**src/rtl/lc3b_types.sv**
```systemverilog
// rtl/lc3b_types.sv - shared LC-3b opcode/state types and pipeline constants
package lc3b_types;

  typedef enum logic [3:0] {
    OP_BR   = 4'h0,
    OP_ADD  = 4'h1,
    OP_LDB  = 4'h2,
    OP_STB  = 4'h3,
    OP_JSR  = 4'h4,
    OP_AND  = 4'h5,
    OP_LDR  = 4'h6,
    OP_STR  = 4'h7,
    OP_RTI  = 4'h8,
    OP_NOT  = 4'h9,
    OP_LDI  = 4'hA,
    OP_STI  = 4'hB,
    OP_JMP  = 4'hC,
    OP_SHF  = 4'hD,
    OP_LEA  = 4'hE,
    OP_TRAP = 4'hF
  } opcode_e;

  typedef enum logic [1:0] {
    RUN      = 2'd0,
    MEM_WAIT = 2'd1,
    LU_STALL = 2'd2,
    FLUSH    = 2'd3
  } hazard_state_e;

  localparam logic [15:0] NOP_IR              = 16'h0000;
  localparam int          TIMEOUT_CYC_DEFAULT = 255;

  function automatic logic is_load(input opcode_e op);
    return op inside {OP_LDB, OP_LDI, OP_LDR};
  endfunction

endpackage

```
**src/rtl/pipeline_hazard_ctrl_if.sv**
```systemverilog
// rtl/pipeline_hazard_ctrl_if.sv - hazard controller pipeline/memory/perf signal bundle
interface pipeline_hazard_ctrl_if;

  logic [15:0] id_ex_ir;
  logic [15:0] ex_mem_ir;
  logic        br_taken;
  logic        imem_read;
  logic        imem_resp;
  logic        dmem_read;
  logic        dmem_write;
  logic        dmem_resp;
  logic        perf_clr;

  logic        load_pc;
  logic        load_if_id;
  logic        load_id_ex;
  logic        load_ex_mem;
  logic        load_mem_wb;
  logic        flush_front;
  logic        bubble_ex_mem;
  logic [1:0]  state;
  logic [15:0] stall_cycles;
  logic [15:0] lu_events;
  logic [15:0] flush_events;
  logic        mem_timeout;

  modport master (
    output id_ex_ir, ex_mem_ir, br_taken, imem_read, imem_resp,
           dmem_read, dmem_write, dmem_resp, perf_clr,
    input  load_pc, load_if_id, load_id_ex, load_ex_mem, load_mem_wb,
           flush_front, bubble_ex_mem, state, stall_cycles, lu_events,
           flush_events, mem_timeout
  );

  modport slave (
    input  id_ex_ir, ex_mem_ir, br_taken, imem_read, imem_resp,
           dmem_read, dmem_write, dmem_resp, perf_clr,
    output load_pc, load_if_id, load_id_ex, load_ex_mem, load_mem_wb,
           flush_front, bubble_ex_mem, state, stall_cycles, lu_events,
           flush_events, mem_timeout
  );

endinterface

```
**src/rtl/hazard_src_decode.sv**
```systemverilog
// rtl/hazard_src_decode.sv - source-register fields and use flags of one LC-3b instruction
module hazard_src_decode
  import lc3b_types::*;
(
  input  logic [15:0] ir,
  output logic [2:0]  sr1,
  output logic        sr1_used,
  output logic [2:0]  sr2,
  output logic        sr2_used
);

  opcode_e op;
  logic    unused_imm_bits;

  assign op              = opcode_e'(ir[15:12]);
  assign sr1             = ir[8:6];
  assign unused_imm_bits = ^ir[4:3];

  always_comb begin
    sr1_used = 1'b0;
    sr2_used = 1'b0;
    sr2      = ir[2:0];
    case (op)
      OP_ADD, OP_AND: begin
        sr1_used = 1'b1;
        sr2_used = ~ir[5];
      end
      OP_NOT, OP_SHF, OP_LDB, OP_LDI, OP_LDR, OP_JMP: begin
        sr1_used = 1'b1;
      end
      // stores read their data register from the DR field
      OP_STB, OP_STI, OP_STR: begin
        sr1_used = 1'b1;
        sr2      = ir[11:9];
        sr2_used = 1'b1;
      end
      OP_JSR: begin
        sr1_used = ~ir[11];
      end
      default: begin
      end
    endcase
  end

endmodule

```
**src/rtl/pipeline_hazard_ctrl.sv**
```systemverilog
// rtl/pipeline_hazard_ctrl.sv - stall/flush/bubble control, perf counters and memory watchdog
module pipeline_hazard_ctrl
  import lc3b_types::*;
#(
  parameter int TIMEOUT_CYC = TIMEOUT_CYC_DEFAULT
) (
  input logic                   clk,
  input logic                   rst,
  pipeline_hazard_ctrl_if.slave bus
);

  localparam logic [15:0] TO_LIM = 16'(TIMEOUT_CYC);

  hazard_state_e state_q, next_state;
  logic          mem_stall, load_use;
  logic [2:0]    sr1, sr2, mem_dr;
  logic          sr1_used, sr2_used;
  logic          unused_mem_bits;
  logic          ld_pc, ld_if_id, ld_id_ex, ld_ex_mem, ld_mem_wb;
  logic          flush_front, bubble_ex_mem;
  logic [15:0]   stall_cycles, lu_events, flush_events, consec;
  logic          mem_timeout;

  hazard_src_decode u_src_decode (
    .ir       (bus.id_ex_ir),
    .sr1      (sr1),
    .sr1_used (sr1_used),
    .sr2      (sr2),
    .sr2_used (sr2_used)
  );

  assign mem_stall = (bus.imem_read & ~bus.imem_resp)
                   | ((bus.dmem_read | bus.dmem_write) & ~bus.dmem_resp);

  assign mem_dr          = bus.ex_mem_ir[11:9];
  assign unused_mem_bits = ^bus.ex_mem_ir[8:0];
  assign load_use = is_load(opcode_e'(bus.ex_mem_ir[15:12]))
                  & ((sr1_used & (sr1 == mem_dr)) | (sr2_used & (sr2 == mem_dr)));

  always_ff @(posedge clk) begin
    if (rst) state_q <= RUN;
    else     state_q <= next_state;
  end

  always_comb begin
    next_state    = RUN;
    ld_pc         = 1'b1;
    ld_if_id      = 1'b1;
    ld_id_ex      = 1'b1;
    ld_ex_mem     = 1'b1;
    ld_mem_wb     = 1'b1;
    flush_front   = 1'b0;
    bubble_ex_mem = 1'b0;
    if (rst) begin
      {ld_pc, ld_if_id, ld_id_ex, ld_ex_mem, ld_mem_wb} = 5'b0;
      flush_front = 1'b1;
    end else if (mem_stall) begin
      next_state = MEM_WAIT;
      {ld_pc, ld_if_id, ld_id_ex, ld_ex_mem, ld_mem_wb} = 5'b0;
    end else if (bus.br_taken) begin
      next_state    = FLUSH;
      flush_front   = 1'b1;
      bubble_ex_mem = 1'b1;
    end else if (load_use) begin
      // one bubble suffices: the load moves on to MEM/WB where forwarding reaches it
      next_state    = LU_STALL;
      ld_pc         = 1'b0;
      ld_if_id      = 1'b0;
      ld_id_ex      = 1'b0;
      bubble_ex_mem = 1'b1;
    end
  end

  always_ff @(posedge clk) begin
    if (rst || bus.perf_clr) begin
      stall_cycles <= 16'd0;
      lu_events    <= 16'd0;
      flush_events <= 16'd0;
      consec       <= 16'd0;
      mem_timeout  <= 1'b0;
    end else begin
      if ((mem_stall || load_use) && stall_cycles != 16'hFFFF)
        stall_cycles <= stall_cycles + 16'd1;
      if (next_state == LU_STALL && state_q != LU_STALL && lu_events != 16'hFFFF)
        lu_events <= lu_events + 16'd1;
      if (next_state == FLUSH && state_q != FLUSH && flush_events != 16'hFFFF)
        flush_events <= flush_events + 16'd1;
      if (mem_stall) begin
        if (consec != TO_LIM) consec <= consec + 16'd1;
        if (consec == TO_LIM - 16'd1) mem_timeout <= 1'b1;
      end else begin
        consec <= 16'd0;
      end
    end
  end

  assign bus.load_pc       = ld_pc;
  assign bus.load_if_id    = ld_if_id;
  assign bus.load_id_ex    = ld_id_ex;
  assign bus.load_ex_mem   = ld_ex_mem;
  assign bus.load_mem_wb   = ld_mem_wb;
  assign bus.flush_front   = flush_front;
  assign bus.bubble_ex_mem = bubble_ex_mem;
  assign bus.state         = state_q;
  assign bus.stall_cycles  = stall_cycles;
  assign bus.lu_events     = lu_events;
  assign bus.flush_events  = flush_events;
  assign bus.mem_timeout   = mem_timeout;

endmodule

```
**src/flat_wrapper.sv**
```systemverilog
// flat-port wrapper written by rule: the top's interface ports become plain ports
module pipeline_hazard_ctrl_flat import lc3b_types::*;
#(
  parameter int TIMEOUT_CYC = TIMEOUT_CYC_DEFAULT
)
  (clk, rst, bus_id_ex_ir, bus_ex_mem_ir, bus_br_taken, bus_imem_read, bus_imem_resp, bus_dmem_read, bus_dmem_write, bus_dmem_resp, bus_perf_clr, bus_load_pc, bus_load_if_id, bus_load_id_ex, bus_load_ex_mem, bus_load_mem_wb, bus_flush_front, bus_bubble_ex_mem, bus_state, bus_stall_cycles, bus_lu_events, bus_flush_events, bus_mem_timeout);
  pipeline_hazard_ctrl_if bus_i ();
  input logic clk;
  input logic rst;
  input wire logic [$bits(bus_i.id_ex_ir)-1:0] bus_id_ex_ir;
  input wire logic [$bits(bus_i.ex_mem_ir)-1:0] bus_ex_mem_ir;
  input wire logic [$bits(bus_i.br_taken)-1:0] bus_br_taken;
  input wire logic [$bits(bus_i.imem_read)-1:0] bus_imem_read;
  input wire logic [$bits(bus_i.imem_resp)-1:0] bus_imem_resp;
  input wire logic [$bits(bus_i.dmem_read)-1:0] bus_dmem_read;
  input wire logic [$bits(bus_i.dmem_write)-1:0] bus_dmem_write;
  input wire logic [$bits(bus_i.dmem_resp)-1:0] bus_dmem_resp;
  input wire logic [$bits(bus_i.perf_clr)-1:0] bus_perf_clr;
  output wire logic [$bits(bus_i.load_pc)-1:0] bus_load_pc;
  output wire logic [$bits(bus_i.load_if_id)-1:0] bus_load_if_id;
  output wire logic [$bits(bus_i.load_id_ex)-1:0] bus_load_id_ex;
  output wire logic [$bits(bus_i.load_ex_mem)-1:0] bus_load_ex_mem;
  output wire logic [$bits(bus_i.load_mem_wb)-1:0] bus_load_mem_wb;
  output wire logic [$bits(bus_i.flush_front)-1:0] bus_flush_front;
  output wire logic [$bits(bus_i.bubble_ex_mem)-1:0] bus_bubble_ex_mem;
  output wire logic [$bits(bus_i.state)-1:0] bus_state;
  output wire logic [$bits(bus_i.stall_cycles)-1:0] bus_stall_cycles;
  output wire logic [$bits(bus_i.lu_events)-1:0] bus_lu_events;
  output wire logic [$bits(bus_i.flush_events)-1:0] bus_flush_events;
  output wire logic [$bits(bus_i.mem_timeout)-1:0] bus_mem_timeout;
  assign bus_i.id_ex_ir = bus_id_ex_ir;
  assign bus_i.ex_mem_ir = bus_ex_mem_ir;
  assign bus_i.br_taken = bus_br_taken;
  assign bus_i.imem_read = bus_imem_read;
  assign bus_i.imem_resp = bus_imem_resp;
  assign bus_i.dmem_read = bus_dmem_read;
  assign bus_i.dmem_write = bus_dmem_write;
  assign bus_i.dmem_resp = bus_dmem_resp;
  assign bus_i.perf_clr = bus_perf_clr;
  assign bus_load_pc = bus_i.load_pc;
  assign bus_load_if_id = bus_i.load_if_id;
  assign bus_load_id_ex = bus_i.load_id_ex;
  assign bus_load_ex_mem = bus_i.load_ex_mem;
  assign bus_load_mem_wb = bus_i.load_mem_wb;
  assign bus_flush_front = bus_i.flush_front;
  assign bus_bubble_ex_mem = bus_i.bubble_ex_mem;
  assign bus_state = bus_i.state;
  assign bus_stall_cycles = bus_i.stall_cycles;
  assign bus_lu_events = bus_i.lu_events;
  assign bus_flush_events = bus_i.flush_events;
  assign bus_mem_timeout = bus_i.mem_timeout;
  pipeline_hazard_ctrl #(.TIMEOUT_CYC(TIMEOUT_CYC)) u_core (.clk(clk), .rst(rst), .bus(bus_i));
endmodule
```
**config.mk**
```make
export PLATFORM = sky130hd
export DESIGN_NAME = pipeline_hazard_ctrl_flat
export DESIGN_NICKNAME = d
export VERILOG_FILES = /design/src/rtl/lc3b_types.sv /design/src/rtl/pipeline_hazard_ctrl_if.sv /design/src/rtl/hazard_src_decode.sv /design/src/rtl/pipeline_hazard_ctrl.sv /design/src/flat_wrapper.sv
export SDC_FILE = /design/constraint.sdc
export NUM_CORES = 1
export LEC_CHECK = 0
export CAP_MARGIN = 20
export CORE_ASPECT_RATIO = 0.75
export CORE_MARGIN = 2
export CORE_UTILIZATION = 43
export DETAILED_ROUTE_END_ITERATION = 10
export MAX_ROUTING_LAYER = met4
export PLACE_DENSITY = 0.76
export SYNTH_ARGS = -nofsm -noshare
export SYNTH_HDL_FRONTEND = slang
export SYNTH_SLANG_ARGS = --single-unit
```
**constraint.sdc**
```tcl
create_clock -name clk -period 2.1 [get_ports clk]
set_input_delay 0.42 -clock clk [delete_from_list [all_inputs] [get_ports clk]]
set_output_delay 0.42 -clock clk [all_outputs]
set_load 0.02 [all_outputs]
```
; Yosys cells after proc, flatten, opt, wreduce, memory -nomap -nowiden
; Index checks and enable logic that the tools add are counted.
[op_classes]
addsub = 4
eq_ne = 26
n_mux = 20
bitwise_logic = 13
n_reduce_logical = 13
[ops]
columns = op, n
row1 = $add 16x1->16 const B, 4
row2 = $ne 16x16->1 const B, 3
row3 = $eq 4x4->1 const B, 6
row4 = $eq 4x3->1 const B, 5
row5 = $eq 16x8->1 const B, 1
row6 = $ne 16x8->1 const B, 1
row7 = $mux 1, 13
row8 = $eq 4x2->1 const B, 3
row9 = $reduce_or 11->1, 1
row10 = $mux 2, 4
row11 = $eq 3x3->1, 2
row12 = $and 1x1->1, 5
row13 = $logic_and 1x1->1, 5
row14 = $not 1->1, 5
row15 = $eq 2x2->1 const B, 2
row16 = $eq 4x1->1 const B, 1
row17 = $ne 2x2->1 const B, 2
row18 = $pmux 1 s2, 2
row19 = $reduce_or 2->1, 2
row20 = $mux 3, 1
row21 = $or 1x1->1, 3
row22 = $reduce_bool 3->1, 1
row23 = $reduce_or 3->1, 1
row24 = $logic_or 1x1->1, 2
row25 = $reduce_and 2->1, 1
[totals]
regBits = 67
in_bits = 41
output_inout_bits = 58
word_cells = 82

; Depth between registers and ports, before layout
; Gate-level depths: netlist of the first run.
[logic_depth]
ltp_word = 14
mapped_depth = 9
mapped_depth_nobuf = 8

; By module
; A second synthesis of the first run with hierarchy kept.
[hier_totals]
hier_cells = 411
hier_area_um2 = 3448.3
[modules_own_cells]
columns = module, instances, cells_per_inst, area_per_inst_um2, seq_area_each_um2
row1 = pipeline_hazard_ctrl, 1, 397, 3340.7, 1341.3
row2 = hazard_src_decode, 1, 14, 107.6, 0.0

; Worst setup path after synthesis of the first run
; No wires, ideal clock.
[synth_path]
kind = input-to-output
start = input port bus_dmem_write
end = output port bus_load_if_id
arrival_ps = 1703
required_time_ps = 1680
path_slack_ps = -23
path_stages = 5
path_cell_list = o21bai_1 > nand2_1 > nor2_1 > and3_1 > buf_4
[synth_between]
elab_chain_len = 5
[synth_lines]
columns = element, line_no
row1 = start: declaration, flat_wrapper.sv:16  ; input wire logic [$bits(bus_i.dmem_write)-1:0] bus_dmem_write;
row2 = $or 1x1->1, pipeline_hazard_ctrl.sv:33  ; | ((bus.dmem_read | bus.dmem_write) & ~bus.dmem_resp);
row3 = $and 1x1->1, pipeline_hazard_ctrl.sv:33
row4 = $or 1x1->1, pipeline_hazard_ctrl.sv:33
row5 = $mux 1 (2 in series), n/a
row6 = end: declaration, flat_wrapper.sv:20  ; output wire logic [$bits(bus_i.load_if_id)-1:0] bus_load_if_id;
; Every way passes these cells.

; Worst setup path after layout of the first run
[layout_path]
start = input port bus_id_ex_ir[6]
end = output port bus_load_pc
[layout_between]
elab_chain_len = 8
[layout_lines]
columns = element, line_no
row1 = start: declaration, flat_wrapper.sv:10  ; input wire logic [$bits(bus_i.id_ex_ir)-1:0] bus_id_ex_ir;
row2 = $eq 3x3->1, pipeline_hazard_ctrl.sv:38  ; & ((sr1_used & (sr1 == mem_dr)) | (sr2_used & (sr2 == mem_dr)));
row3 = $and 1x1->1, pipeline_hazard_ctrl.sv:38
row4 = $or 1x1->1, pipeline_hazard_ctrl.sv:38
row5 = $and 1x1->1, pipeline_hazard_ctrl.sv:38
row6 = $mux 1, pipeline_hazard_ctrl.sv:64  ; end else if (load_use) begin
row7 = $mux 1, pipeline_hazard_ctrl.sv:60  ; end else if (bus.br_taken) begin
row8 = $mux 1, pipeline_hazard_ctrl.sv:57  ; end else if (mem_stall) begin
row9 = $mux 1, pipeline_hazard_ctrl.sv:54  ; if (rst) begin
row10 = end: declaration, flat_wrapper.sv:19  ; output wire logic [$bits(bus_i.load_pc)-1:0] bus_load_pc;
; Every way passes these cells.

==> results.sh, run 1 <==
export IMPL_outcome="complete, but fails checks"
export IMPL_failed_checks="negative setup slack"
export IMPL_setup_viol=3
export IMPL_cp_cell_sequence="buf_6, xor2_1, a31oi_1, nand4_1, or3_4, and3_4, buf_6"
export IMPL_clockRootBuffer="clkbuf_8"
export IMPL_crit_top_cell="buf_6"
export IMPL_cts_tree="yes"
export IMPL_placed_cells=653
export IMPL_maxCapViolCount=0
export IMPL_rows=28
export IMPL_power_leakage_nw=1.86
export IMPL_cts_sinks=67
export IMPL_fmax_ghz=0.473
export IMPL_grt_max_degree=31
export IMPL_crit_slowest_cell="or3_4"
export IMPL_io_buffers=87
export IMPL_h_tree_depth=3
export IMPL_start_util_pct=44.3
export IMPL_drc=0
export IMPL_clk_latency_ns=0.35
export IMPL_coreArea_um2=7880
export IMPL_routed_via_density=5.62
export IMPL_first_pass_iters=4
export IMPL_antenna_found_initial=0
export IMPL_clock_path_buffers=2
export IMPL_grt_pass1_vias=3646
export IMPL_cts_clk_slew_worst_paths_ns=0.07
export IMPL_switching_share_pct=23.4
export IMPL_timing_slew_headroom_pct=77.1
export IMPL_synth_edff_count=0
export IMPL_start_kind="input port"
export IMPL_die_h_um=82.0
export IMPL_pin_count=99
export IMPL_syn_area_um2=3490
export IMPL_wirelength_mm=10.4
export IMPL_preCtsSetupSlack_ns=-0.917
export IMPL_cts_hold_buf=0
export IMPL_syn_inst=439
export IMPL_p_clk_share_pct=42.7
export IMPL_numCtsBuffers=9
export IMPL_via_count=3828
export IMPL_areaGrowthSynthToFinish_pct=52.4
export IMPL_yosys_warnings=0
export IMPL_synth_area_leaders="dfxtp_1 (38%), a21oi_1 (4.9%), nor2_1 (4.6%)"
export IMPL_diodes=0
export IMPL_wire_per_inst_um=15.3
export IMPL_final_nets=617
export IMPL_grt_usage_pct=23.9
export IMPL_syn_area_per_cell_um2=7.95
export IMPL_pwr_share_comb_pct=11.4
export IMPL_hold_viol=0
export IMPL_yosysMostFrequentCell="dfxtp_1"
export IMPL_ir_drop_mv=0.286
export IMPL_layout_min_cycle_time_ns=2.12
export IMPL_die_w_um=108
export IMPL_synth_ff_type="dfxtp_1"
export IMPL_ys_ff_latch=67
export IMPL_dp_hpwl_mm=6.96
export IMPL_hold_class="register to register"
export IMPL_p_sw_w=0.000652
export IMPL_p_per_area_nw_per_um2=525
export IMPL_ys_types=43
export IMPL_synth_commonest_cells="dfxtp_1 (67), nor2_1 (43), nand2_1 (38)"
export IMPL_cp_data_arrival_time_ns=1.70
export IMPL_cp_required_ns=1.68
export IMPL_synth_top_cell_by_area="dfxtp_1"
export IMPL_fin_cells=681
export IMPL_overflow=0
export IMPL_slowest_delay_ns=0.38
export IMPL_drt_iter0_drc=164
export IMPL_rsz0062_at_grt="yes"
export IMPL_fin_crit_sh_pct=101
export IMPL_ys_async_sr_fraction_pct=0
export IMPL_crit_type="input port to output port"
export IMPL_cp_end_kind="output port"
export IMPL_slew_viol_final=0
export IMPL_yosysSeqAreaShare_pct=38.4
export IMPL_cp_max_fo=3
export IMPL_p_seq_share_pct=45.9
export IMPL_grt_pass1_wl_mm=16.5
export IMPL_layout_drive_gt1_share_pct=23.1
export IMPL_synth_net_count=485
export IMPL_postRouteAntennaNets=0
export IMPL_power_internal_w=0.00214
export IMPL_yosysTopAreaCellShare_pct=38.4
export IMPL_fp_dieArea_um2=8860
export IMPL_fin_ws_ns=-0.0154
export IMPL_fin_skew_ns=0.00822
export IMPL_max_slew_worst_pin_slew_ns=0.342
export IMPL_place_gp_congestion=0.858
==> flip-flops by register name (all words and copies together), names as in the netlist <==
signal	cells
u_core.bus.flush_events	16
u_core.bus.lu_events	16
u_core.bus.stall_cycles	16
u_core.consec	16
u_core.bus.state	2
u_core.bus.mem_timeout	1
==> layer usage <==
metal / track usage [%] / wire length, µm
met5: - / 0
met4: 8.59 / 143
met3: 5.48 / 491
met2: 40.3 / 5220
met1: 28.3 / 4570
==> final timing paths <==
check / start / to / slack, ns / cells past startpoint
worst max-delay path: bus_id_ex_ir[6] / bus_load_pc / -0.02 / 7
worst max register to register: u_core.bus.lu_events[1]$_SDFFE_PP0P_ / u_core.bus.lu_events[9]$_SDFFE_PP0P_ / 0.07 / 8
worst min register to register: u_core.bus.mem_timeout$_SDFFE_PP0P_ / u_core.bus.mem_timeout$_SDFFE_PP0P_ / 0.48 / 2
worst min-delay path: u_core.bus.mem_timeout$_SDFFE_PP0P_ / u_core.bus.mem_timeout$_SDFFE_PP0P_ / 0.48 / 2
==> final cells by class <==
type / count / area (µm²)
multi-input combinational: 344 / 2260
inverter: 8 / 30.0
clock buffer: 12 / 145
clock inverter: 4 / 73.8
fill: 654 / 2560
tap: 105 / 131
timing repair buffer: 141 / 1340
sequential: 67 / 1350
==> power groups by stage <==
stage	Clock [W]	Combinational, W	Sequential, W
after floorplan	0	0.000113	0.00132
after global placement	0	0.000260	0.00131
after detailed placement	0	0.000266	0.00131
after CTS	0.00122	0.000291	0.00128
after global routing	0.00127	0.000341	0.00128
final	0.00119	0.000320	0.00128
==> cells by family (layout without fill, tap and decap cells) <==
| logic type | after synthesis | count (layout) | synth area share, % |
|---|---|---|---|
| simple gates | 213 | 213 | 31.8 |
| mux | 2 | 2 | 0.573 |
| buf+inv | 29 | 165 | 3.55 |
| xor+xnor | 27 | 27 | 6.77 |
| compound gates | 96 | 97 | 17.1 |
| flops | 67 | 67 | 38.4 |
| fa+ha+maj | 5 | 5 | 1.79 |
==> metrics by stage <==
step	total power (W)	utilization [%]	hold WS, ns	cell area [µm²]	TNS [ns]
finish	0.00279	67.5	0.483	5320	-0.0454
global route	0.00289	67.5	0.518	5320	-0.724
CTS	0.00279	65.2	0.499	5140	-0.183
detailed placement	0.00158	60.1	0.482	4740	-29.28
global placement	0.00157	60.1	0.472	4740	-26.98
floorplan	0.00143	-	0.466	3490	0
==> layout by cell type, fill, tap and decap left out, types with 5 or more instances in the layout <==
cell type and instances:
dfxtp_1 64, clkdlybuf4s50_1 56, buf_4 47, nor2_1 40, nand2_1 37, a21oi_1 29
nand3_1 28, o21ai_0 20, or3_1 19, nand4_1 17, or4_1 14, xnor2_1 13
xor2_1 13, buf_6 12, clkbuf_8 10, nor3_1 9, o31ai_1 9, dlygate4sd2_1 8
inv_1 7, o21a_1 6, and3_1 6, nor3_2 5, a21oi_2 5, ha_1 5
==> worst max-delay path, delay by kind of cell <==
| kind | cells | cell delay (ns) |
|---|---|---|
| simple gates | 3 | 0.76 |
| buf+inv | 2 | 0.22 |
| compound gates | 1 | 0.15 |
| xor+xnor | 1 | 0.15 |
==> what timing repair did <==
item | 4_1_cts | 5_1_grt
pin swaps | 36 | 26
endpoints found under the setup margin | 41 | 42
gates resized for setup | 112 | 47
cloned | 2 | 2
setup buffers | 6 | 3
(Power assumes the default switching activity.)
==> inputs of run 2 (changes only) <==
CORE_ASPECT_RATIO = default   (was 0.75)
CORE_UTILIZATION = 57   (was 43)
DONT_BUFFER_PORTS = 1   (was default)
PLACE_DENSITY = 0.75   (was 0.76)
==> results.sh, run 2 (synthesis gave the netlist of run 1 again) <==
export IMPL_via_count=3423
export IMPL_layout_min_cycle_time_ns=2.03
export IMPL_cp_cell_sequence="xor2_1, a31oi_1, nand4_1, or3_4, and3_4, buf_12"
export IMPL_grt_pass1_wl_mm=14.0
export IMPL_cts_tree="yes"
export IMPL_diodes=0
export IMPL_fillers=468
export IMPL_hold_depth=1
export IMPL_rrSetupSlack_ns=0.14
export IMPL_cp_data_arrival_time_ns=1.61
export IMPL_overflow=0
export IMPL_start_util_pct=59.0
export IMPL_p_per_area_nw_per_um2=638
export IMPL_setup_tns_ns=0
export IMPL_timing_slew_headroom_pct=63.5
export IMPL_die_h_um=82.3
export IMPL_layout_drive_gt1_share_pct=19.2
export IMPL_start_kind="input port"
export IMPL_timing_hold_ws_ns=0.142
export IMPL_rows=28
export IMPL_cts_sinks=67
export IMPL_hold_viol=0
export IMPL_crit_type="input port to output port"
export IMPL_fin_skew_ns=0.00588
export IMPL_h_tree_depth=3
export IMPL_r2r_start="u_core.bus.lu_events[0]$_SDFFE_PP0P_"
export IMPL_max_slew_worst_pin_slew_ns=0.547
export IMPL_reg2reg_to="u_core.bus.lu_events[9]$_SDFFE_PP0P_"
export IMPL_cp_max_fo=5
export IMPL_cp_required_ns=1.68
export IMPL_power_leakage_nw=1.49
export IMPL_post_dp_cell_area_um2=4010
export IMPL_pin_count=99
export IMPL_min_to="u_core.bus.state[0]$_SDFF_PP0_"
export IMPL_grt_pass1_vias=3266
export IMPL_dp_hpwl_mm=6.43
export IMPL_wire_per_inst_um=15.3
export IMPL_r2r_cells=7
export IMPL_cts_clk_slew_worst_paths_ns=0.07
export IMPL_final_area_um2=4280
export IMPL_die_w_um=82.3
export IMPL_numCtsBuffers=9
export IMPL_io_buffers=0
export IMPL_drc=0
export IMPL_cp_end_kind="output port"
export IMPL_fmax_ghz=0.494
export IMPL_ir_drop_mv=0.408
export IMPL_hold_class="input port to register"
export IMPL_final_common_cell="dfxtp_1"
export IMPL_maxCapViolCount=0
export IMPL_postRouteAntennaNets=0
export IMPL_first_pass_iters=4
export IMPL_clockRootBuffer="clkbuf_8"
export IMPL_drt_iter0_drc=151
export IMPL_routed_via_density=5.95
export IMPL_coreArea_um2=5920
export IMPL_outcome="finished, final reports clean"
export IMPL_cts_hold_buf=0
export IMPL_antenna_found_initial=0
export IMPL_wirelength_mm=8.82
export IMPL_place_gp_congestion=0.872
export IMPL_slew_viol_final=0
export IMPL_fin_crit_sh_pct=96.4
export IMPL_setup_viol=0
export IMPL_most_common_layout_cells="dfxtp_1 (67), buf_4 (65), nor2_1 (42), nand2_1 (38), a21oi_1 (33)"
export IMPL_min_from="rst"
export IMPL_grt_max_degree=26
export IMPL_cp_top_family="simple AND/OR/NAND/NOR gates"
export IMPL_clk_latency_ns=0.34
export IMPL_areaGrowthSynthToFinish_pct=22.7
export IMPL_fp_dieArea_um2=6770
export IMPL_final_nets=542
export IMPL_slowest_delay_ns=0.42
export IMPL_cp_num_buf_inv=1
export IMPL_crit_cells=6
export IMPL_clock_path_buffers=2
export IMPL_crit_slowest_cell="or3_4"
export IMPL_grt_usage_pct=27.4
run 2: cell count changes in the layout (fill, tap and decap cells not counted), sizes merged, moves of 2 or more:
cell and delta:
clkdlybuf4s50 -56, dlygate4sd2 -8, clkdlybuf4s15 -6, clkbuf -4, dlymetal6s2s -2
run 2: repair_timing:
item / in CTS / in global routing
endpoints found under the setup margin: 0 / 22
buffers inserted: 0 / 2
resized for setup: 0 / 8
run 2: area by class of cell:
cell class | count | area, µm² | share of cell area [%]
multi-input cells | 343 | 2060 | 48.1
well taps | 75 | 93.8 | 2.19
clock buffers | 10 | 128 | 2.98
repair buffers | 67 | 528 | 12.3
inverters | 8 | 30.0 | 0.701
flip-flops and latches | 67 | 1340 | 31.3
clock inverters | 5 | 103 | 2.40
run 2: worst max-delay path by stage:
stage	from	endpoint	slack (ns)
floorplan	u_core.bus.stall_cycles[3]$_SDFFE_PP0P_	u_core.bus.stall_cycles[15]$_SDFFE_PP0P_	0.0003
global placement	bus_ex_mem_ir[9]	u_core.bus.lu_events[15]$_SDFFE_PP0P_	-0.14
detailed placement	bus_ex_mem_ir[9]	u_core.bus.lu_events[9]$_SDFFE_PP0P_	-0.17
CTS	bus_ex_mem_ir[9]	bus_load_if_id	0.02
global route	bus_ex_mem_ir[9]	u_core.bus.stall_cycles[3]$_SDFFE_PP0P_	-0.02
finish	bus_ex_mem_ir[9]	bus_load_if_id	0.07
run 2: worst register-to-register path: stages (launching register included):
cell,delay [ns]
dfxtp_1,0.32
ha_1,0.21
and3_1,0.17
nand3_1,0.10
nand2_1,0.08
a21o_2,0.30
or4_1,0.54
a21oi_1,0.16
run 2: power breakdown:
| group | total (W) | switching [W] | internal [W] |
|---|---|---|---|
| Sequential | 0.00128 | 0.00000438 | 0.00128 |
| Clock | 0.00127 | 0.000492 | 0.000781 |
| Combinational | 0.000179 | 0.000105 | 0.0000744 |
run 2: through the flow:
stage	power [W]	setup slack, ns	utilization, %	std cells
2_1_floorplan	0.00143	0.000328	-	439
3_3_place_gp	0.00148	-0.143	67.8	559
3_5_place_dp	0.00148	-0.173	67.8	559
4_1_cts	0.00274	0.0221	71.7	574
5_1_grt	0.00280	-0.0185	72.3	575
6_report	0.00273	0.0749	72.3	575
run 2: per-layer routing:
| metal | share of wire [%] | vias up | wire length, µm | global-route usage (%) |
|---|---|---|---|---|
| met5 | 0 | - | 0 | - |
| met4 | 3.1 | 0 | 272 | 11.8 |
| met3 | 6.5 | 24 | 577 | 7.28 |
| met2 | 49 | 93 | 4320 | 46.7 |
| met1 | 41 | 1594 | 3650 | 30.1 |
| li1 | - | 1712 | - | - |
==> inputs of run 3 (changes only) <==
HOLD_SLACK_MARGIN = 0.06   (was default)
==> results of run 3 <==
Same layout as run 2: the final DEF is identical, and so are final timing and power.
